[src/rtl/pc_sequencer.sv]
// pc_sequencer: program-counter sequencer for the CPU core.
// Fetches from instruction memory (req/ack), presents each instruction
// downstream (valid/ready), then advances the PC by +1 or loads a jump target.
// Optional build macro PC_SEQ_TIMEOUT_EN adds a fetch-ack timeout that raises
// a sticky fault and parks the sequencer in HALTED.
module pc_sequencer #(
   parameter int unsigned         WIDTH        = 8,
   parameter logic [WIDTH-1:0]    RESET_VECTOR = '0
`ifdef PC_SEQ_TIMEOUT_EN
   , parameter int unsigned       TIMEOUT      = 15
`endif
) (
   input  logic             clock_i,
   input  logic             reset_i,
   input  logic             run_i,
   input  logic             halt_i,
   input  logic             resume_i,
   output logic             mem_req_o,
   output logic [WIDTH-1:0] mem_addr_o,
   input  logic             mem_ack_i,
   input  logic [WIDTH-1:0] mem_data_i,
   output logic             instr_valid_o,
   output logic [WIDTH-1:0] instr_o,
   output logic [WIDTH-1:0] instr_pc_o,
   input  logic             instr_ready_i,
   input  logic             jump_i,
   input  logic [WIDTH-1:0] jump_target_i,
   output logic [WIDTH-1:0] pc_o,
   output logic             halted_o,
   output logic             fault_o
);

   typedef enum logic [1:0] {
      S_IDLE   = 2'd0,
      S_FETCH  = 2'd1,
      S_ISSUE  = 2'd2,
      S_HALTED = 2'd3
   } state_e;

   state_e           state_q, state_d;
   logic [WIDTH-1:0] pc_q, pc_d;
   logic [WIDTH-1:0] instr_q, instr_d;
   logic [WIDTH-1:0] instr_pc_q, instr_pc_d;
   logic             mem_req_q;
   logic             instr_valid_q;
   logic             halted_q;
   logic             accept_c;
   logic             timeout_c;

   assign accept_c = instr_valid_q & instr_ready_i;

`ifdef PC_SEQ_TIMEOUT_EN
   logic [WIDTH-1:0] tmo_cnt_q;
   logic             fault_q;

   // Last unacknowledged FETCH cycle before the limit is reached.
   assign timeout_c = (state_q == S_FETCH) && !mem_ack_i &&
                      (tmo_cnt_q == WIDTH'(TIMEOUT - 1));

   // Count FETCH cycles without ack; zero outside FETCH so each entry starts clean.
   always_ff @(posedge clock_i or posedge reset_i) begin
      if (reset_i) begin
         tmo_cnt_q <= '0;
         fault_q   <= 1'b0;
      end else begin
         if (state_q != S_FETCH) begin
            tmo_cnt_q <= '0;
         end else if (!mem_ack_i) begin
            tmo_cnt_q <= tmo_cnt_q + WIDTH'(1);
         end
         if (timeout_c) begin
            fault_q <= 1'b1;
         end
      end
   end

   assign fault_o = fault_q;
`else
   assign timeout_c = 1'b0;
   assign fault_o   = 1'b0;
`endif

   // Next-state, PC update and instruction capture.
   always_comb begin
      state_d    = state_q;
      pc_d       = pc_q;
      instr_d    = instr_q;
      instr_pc_d = instr_pc_q;
      unique case (state_q)
         S_IDLE: begin
            if (run_i) begin
               state_d = S_FETCH;
            end
         end
         S_FETCH: begin
            if (mem_ack_i) begin
               instr_d    = mem_data_i;
               instr_pc_d = pc_q;
               state_d    = S_ISSUE;
            end else if (timeout_c) begin
               state_d = S_HALTED;
            end
         end
         S_ISSUE: begin
            if (accept_c) begin
               pc_d = jump_i ? jump_target_i : pc_q + WIDTH'(1);
               if (halt_i) begin
                  state_d = S_HALTED;
               end else if (run_i) begin
                  state_d = S_FETCH;
               end else begin
                  state_d = S_IDLE;
               end
            end
         end
         S_HALTED: begin
            // halt wins over resume on the same cycle
            if (resume_i && !halt_i) begin
               state_d = run_i ? S_FETCH : S_IDLE;
            end
         end
         default: begin
            state_d = S_IDLE;
         end
      endcase
   end

   // State, datapath and registered handshake outputs.
   always_ff @(posedge clock_i or posedge reset_i) begin
      if (reset_i) begin
         state_q       <= S_IDLE;
         pc_q          <= RESET_VECTOR;
         instr_q       <= '0;
         instr_pc_q    <= '0;
         mem_req_q     <= 1'b0;
         instr_valid_q <= 1'b0;
         halted_q      <= 1'b0;
      end else begin
         state_q       <= state_d;
         pc_q          <= pc_d;
         instr_q       <= instr_d;
         instr_pc_q    <= instr_pc_d;
         mem_req_q     <= (state_d == S_FETCH);
         instr_valid_q <= (state_d == S_ISSUE);
         halted_q      <= (state_d == S_HALTED);
      end
   end

   assign mem_req_o     = mem_req_q;
   assign mem_addr_o    = pc_q;
   assign instr_valid_o = instr_valid_q;
   assign instr_o       = instr_q;
   assign instr_pc_o    = instr_pc_q;
   assign pc_o          = pc_q;
   assign halted_o      = halted_q;

endmodule

[config.mk]
export PLATFORM = sky130hd
export DESIGN_NAME = pc_sequencer
export DESIGN_NICKNAME = d
export VERILOG_FILES = /design/src/rtl/pc_sequencer.sv
export SDC_FILE = /design/constraint.sdc
export NUM_CORES = 1
export LEC_CHECK = 0
export ABC_AREA = 1
export CAP_MARGIN = 10
export CORE_MARGIN = 3
export CORE_UTILIZATION = 32
export CTS_CLUSTER_DIAMETER = 50
export DETAILED_ROUTE_END_ITERATION = 7
export PLACE_DENSITY = 0.71
export SLEW_MARGIN = 20
export SYNTH_ARGS = -nofsm -noshare
export SYNTH_HDL_FRONTEND = slang
export SYNTH_SLANG_ARGS = --single-unit
[constraint.sdc]
create_clock -name clock_i -period 1 [get_ports clock_i]
set_input_delay 0.2 -clock clock_i [delete_from_list [all_inputs] [get_ports clock_i]]
set_output_delay 0.2 -clock clock_i [all_outputs]
set_load 0.05 [all_outputs]
=== Word-level counts from Yosys, hierarchy flattened ===
Index checks and enable logic that the tools add are counted.

* Logic and storage cells: 28
* Input bits: 24
* Register bits after elaboration: 29

* Mux-type cells: 8
* Equal/unequal tests: 6
* $add $sub $neg: 1
* Reductions and logical operators: 5
* Bitwise gates (word level): 1

{| class="wikitable"
|+ Operators by type and width
! cell !! number
|-
| $mux 2 || 5
|-
| $add 8x1->8 const B || 1
|-
| $eq 2x2->1 const B || 4
|-
| $mux 8 || 1
|-
| $pmux 2 s4 || 1
|-
| $eq 2x1->1 const B || 2
|-
| $reduce_and 2->1 || 2
|-
| $logic_not 2->1 || 1
|-
| $and 1x1->1 || 1
|-
| $logic_and 1x1->1 || 1
|-
| $logic_not 1->1 || 1
|-
| $mux 1 || 1
|}

=== Longest topological paths before layout ===
* Depth in word-level cells: 5
* Mapped depth: 8
* Mapped depth without buffers: 7

=== Least setup slack after synthesis ===
Ideal clock, no wire load.

* Path type: register to register
* From: register pc_q[1], in the netlist mem_addr_o[1]
* To: register pc_q[6], in the netlist mem_addr_o[6]
* Period minus slack after synthesis: 1.527 ns
* Path buffers: 0
* Setup time: 0.118 ns
* Slack: -0.527 ns
* Required time: 0.882 ns
* Stages on the path, launching flop included: 7
* Arrival time: 1.409 ns
* Path through: dfrtp_1 ha_1 nand3_1 o21ai_0 nand3_1 nand2_1 nand2_1

* Word-level cells in the longest chain between the ends: 2

{| class="wikitable"
|+ RTL lines
! item !! RTL line !! text
|-
| start: declaration || 41 || <nowiki>logic [WIDTH-1:0] pc_q, pc_d;</nowiki>
|-
| start signal: assignment || 140 || <nowiki>pc_q <= pc_d;</nowiki>
|-
| $add 8x1->8 || 106 || <nowiki>pc_d = jump_i ? jump_target_i : pc_q + WIDTH'(1);</nowiki>
|-
| $mux 8 || 106 ||
|}

Every way passes these cells.
A chain may end at the register's enable or synchronous reset.

=== Worst setup path after layout ===
* From: register state_q[0]
* To: register pc_q[3], in the netlist mem_addr_o[3]

* Word-level cells in the longest chain between the ends: 2

{| class="wikitable"
|+ RTL lines
! item !! RTL line !! text
|-
| start: declaration || 40 || <nowiki>state_e state_q, state_d;</nowiki>
|-
| start signal: assignment || 139 || <nowiki>state_q <= state_d;</nowiki>
|-
| $eq 2x2->1 || 89 || <nowiki>unique case (state_q)</nowiki>
|-
| $reduce_and 2->1 (no line) || -- ||
|}

Every way passes these cells.

==> flow_summary.json <==
{
  "status": "complete, but fails checks",
  "violations": "setup timing",
  "hp-class": "in2async",
  "synthDistinctLibCells": 26,
  "nFillCells": 294,
  "fmax_mhz": 807.6,
  "netlist_area_mm2": 0.001519,
  "grt_max_degree": 21,
  "path_max_fanout": 5,
  "clk_path_buf_depth": 2,
  "wl_per_cell_um": 14.65,
  "drt_iter0_drc": 83,
  "cts_buffers": 5,
  "ys_seq_elements": 29,
  "post-route-period-util": 1.238,
  "overflow": 0,
  "fin_area_mm2": 0.003243,
  "crit_slowest_cell": "dfrtp_1",
  "syn_inst": 189,
  "layout_common_cells": "nand2_1, buf_12, buf_4",
  "die_h_um": 74.90,
  "die_width_um": 74.90,
  "synth_area_leaders": "dfrtp_1, nand2_1, buf_4, inv_1, nor2_1",
  "ff2ff_path_depth": 7,
  "portBuffers": 58,
  "post-route-util": 0.7248,
  "vias": 1680,
  "start_util": 0.3395,
  "cp.arrival_ps": 1410,
  "core_area_mm2": 0.004474,
  "post-route-min-period_ps": 1238,
  "clockRootBuffer": "clkbuf_8",
  "setup_viol": 64,
  "grt_pass1_vias": 1599,
  "cts_sinks": 29,
  "die_area_mm2": 0.005609,
  "area_growth_syn_to_layout_pct": 113.5,
  "firstDrtPassIters": 4,
  "start_kind": "register",
  "synth_fp_nets": 214,
  "via_per_inst": 4.841,
  "hold_violations": 0,
  "antenna_found_initial": 0,
  "nets": 319,
  "ant_nets": 0,
  "drive_above_1_share": 0.5593,
  "crit_path_max_incr_delay_ps": 390,
  "yosysSeqAreaShare": 0.4778,
  "grt_pass1_wl_um": 7583,
  "synth.top_cell.area_share": 0.4778,
  "place_congestion": 0.8208,
  "leakage_nw": 1.532,
  "crit_chain": "inv_2 > nand2_2 > nor2_4 > buf_6 > nand3_1 > nand2_1 > inv_1",
  "placed_area_mm2": 0.002592,
  "hpwl_um": 2909,
  "htreeDepth": 2,
  "syn_area_per_cell_um2": 8.037,
  "final_common_cell": "nand2_1",
  "setup_slack_ps": -238.3,
  "clock_latency_ps": 290,
  "crit_path_end_kind": "register",
  "cp.required_ps": 1170,
  "yosysWarnings": 0,
  "critical_path_class": "reg2reg",
  "rsz0062_at_grt": "yes",
  "cts_tree": "built",
  "cap_viol_max_count": 0,
  "grt_use_total": 0.1816,
  "drt-total-wl_um": 5082,
  "clk_pin_slew_ps": 80,
  "drc": 0,
  "hold_buffers": 0,
  "ir_drop_mv": 2.175,
  "n_antenna_cell": 0,
  "final.setup_skew_ps": 11.99,
  "power_density_mw_per_mm2": 3962,
  "ioPinCount": 60,
  "synth.largest_area_cell": "dfrtp_1",
  "rows": 24,
  "slew_violations": 0
}
## layout make-up
type,instances,area [um2],share of cell area
tap,52,65.06,0.02006
sequential,29,738.2,0.2276
multi-input combinational,127,787.0,0.2427
inverter,19,81.33,0.02508
clock inverter,3,65.06,0.02006
clock buffer,5,68.82,0.02122
timing repair inverter,2,27.53,0.008488
timing repair buffer,110,1410,0.4348
## power by group
part	switching, mW	internal (mW)	leakage (nW)
combinational	4.57	4.43	1.12
sequential	0.620	1.74	0.344
clock	0.490	0.990	0.0681
total	5.68	7.17	1.53
## flip-flops by register name (all words and copies together) (netlist names)
name and cells:
instr_valid_o 1, state_q 2, halted_o 1, instr_pc_o 8, mem_addr_o 8, instr_o 8, mem_req_o 1
## path summary, 6_finish.rpt
| check | from | end | slack [ps] |
|---|---|---|---|
| worst max-delay path | state_q[0] | mem_addr_o[3] | -240 |
| worst min-delay path | reset_i | state_q[1] | 200 |
| worst max register to register | state_q[0] | mem_addr_o[3] | -240 |
| worst min register to register | instr_o[5] | instr_o[5] | 550 |
| max in group asynchronous | reset_i | mem_addr_o[5] | 500 |
| min in group clock_i | mem_data_i[5] | instr_o[5] | 460 |
## synth_stat cells
| cell | instances |
|---|---|
| a31oi_1 | 1 |
| o21ai_2 | 7 |
| dfrtp_1 | 29 |
| buf_2 | 1 |
| nand3b_1 | 1 |
| a21oi_1 | 2 |
| nand2_1 | 63 |
| buf_6 | 3 |
| nor2_1 | 17 |
| o21ai_1 | 1 |
| conb_1 | 1 |
| nand3_2 | 1 |
| nand2_4 | 1 |
| nor3_2 | 1 |
| o21ai_0 | 10 |
| a21boi_1 | 1 |
| ha_1 | 1 |
| inv_2 | 2 |
| o21bai_1 | 1 |
| nand2_2 | 4 |
| nor3b_2 | 1 |
| nand4_1 | 1 |
| nor2_2 | 1 |
| nand3_1 | 11 |
| buf_4 | 10 |
| inv_1 | 17 |
## what timing repair did
item,CTS,global route
buffers inserted,25,6
resized for setup,58,20
pin swaps,17,7
endpoints found under the setup margin,64,64
cloned,3,0
## critical path: cells and delay by family, from the launching register on
family	cells	cell delay, ps
buf+inv	3	290
flops	1	390
simple gates	4	440
## metrics by stage
| stage | hold WS [ps] | setup slack (ps) | setup TNS (ps) | instances | power, mW |
|---|---|---|---|---|---|
| after floorplan | 277.5 | -255.9 | -2543 | 189 | 5.992 |
| after global placement | 516.7 | -470.9 | -11430 | 306 | 9.443 |
| after detailed placement | 522.9 | -515.0 | -12490 | 306 | 9.562 |
| after CTS | 219.1 | -222.1 | -7814 | 342 | 12.36 |
| after global routing | 238.6 | -311.2 | -10670 | 347 | 13.41 |
| final | 204.5 | -238.3 | -8336 | 347 | 12.85 |
## routing by layer
metal  part of all wire  up-vias  track usage
met5                  0        -            0
li1                   -      795            -
met2               0.54       55       0.3124
met3              0.056        9      0.04539
met1               0.39      821       0.2195
met4              0.020        0      0.06522
## kinds of logic after synthesis
family                   synth area share
other                            0.002469
flip-flops                         0.4778
buffers and inverters              0.1219
AND/OR/NAND/NOR                    0.2924
adder cells (fa/ha/maj)          0.008236
AO/OA/AOI/OAI                     0.09720
(Power assumes the default switching activity.)
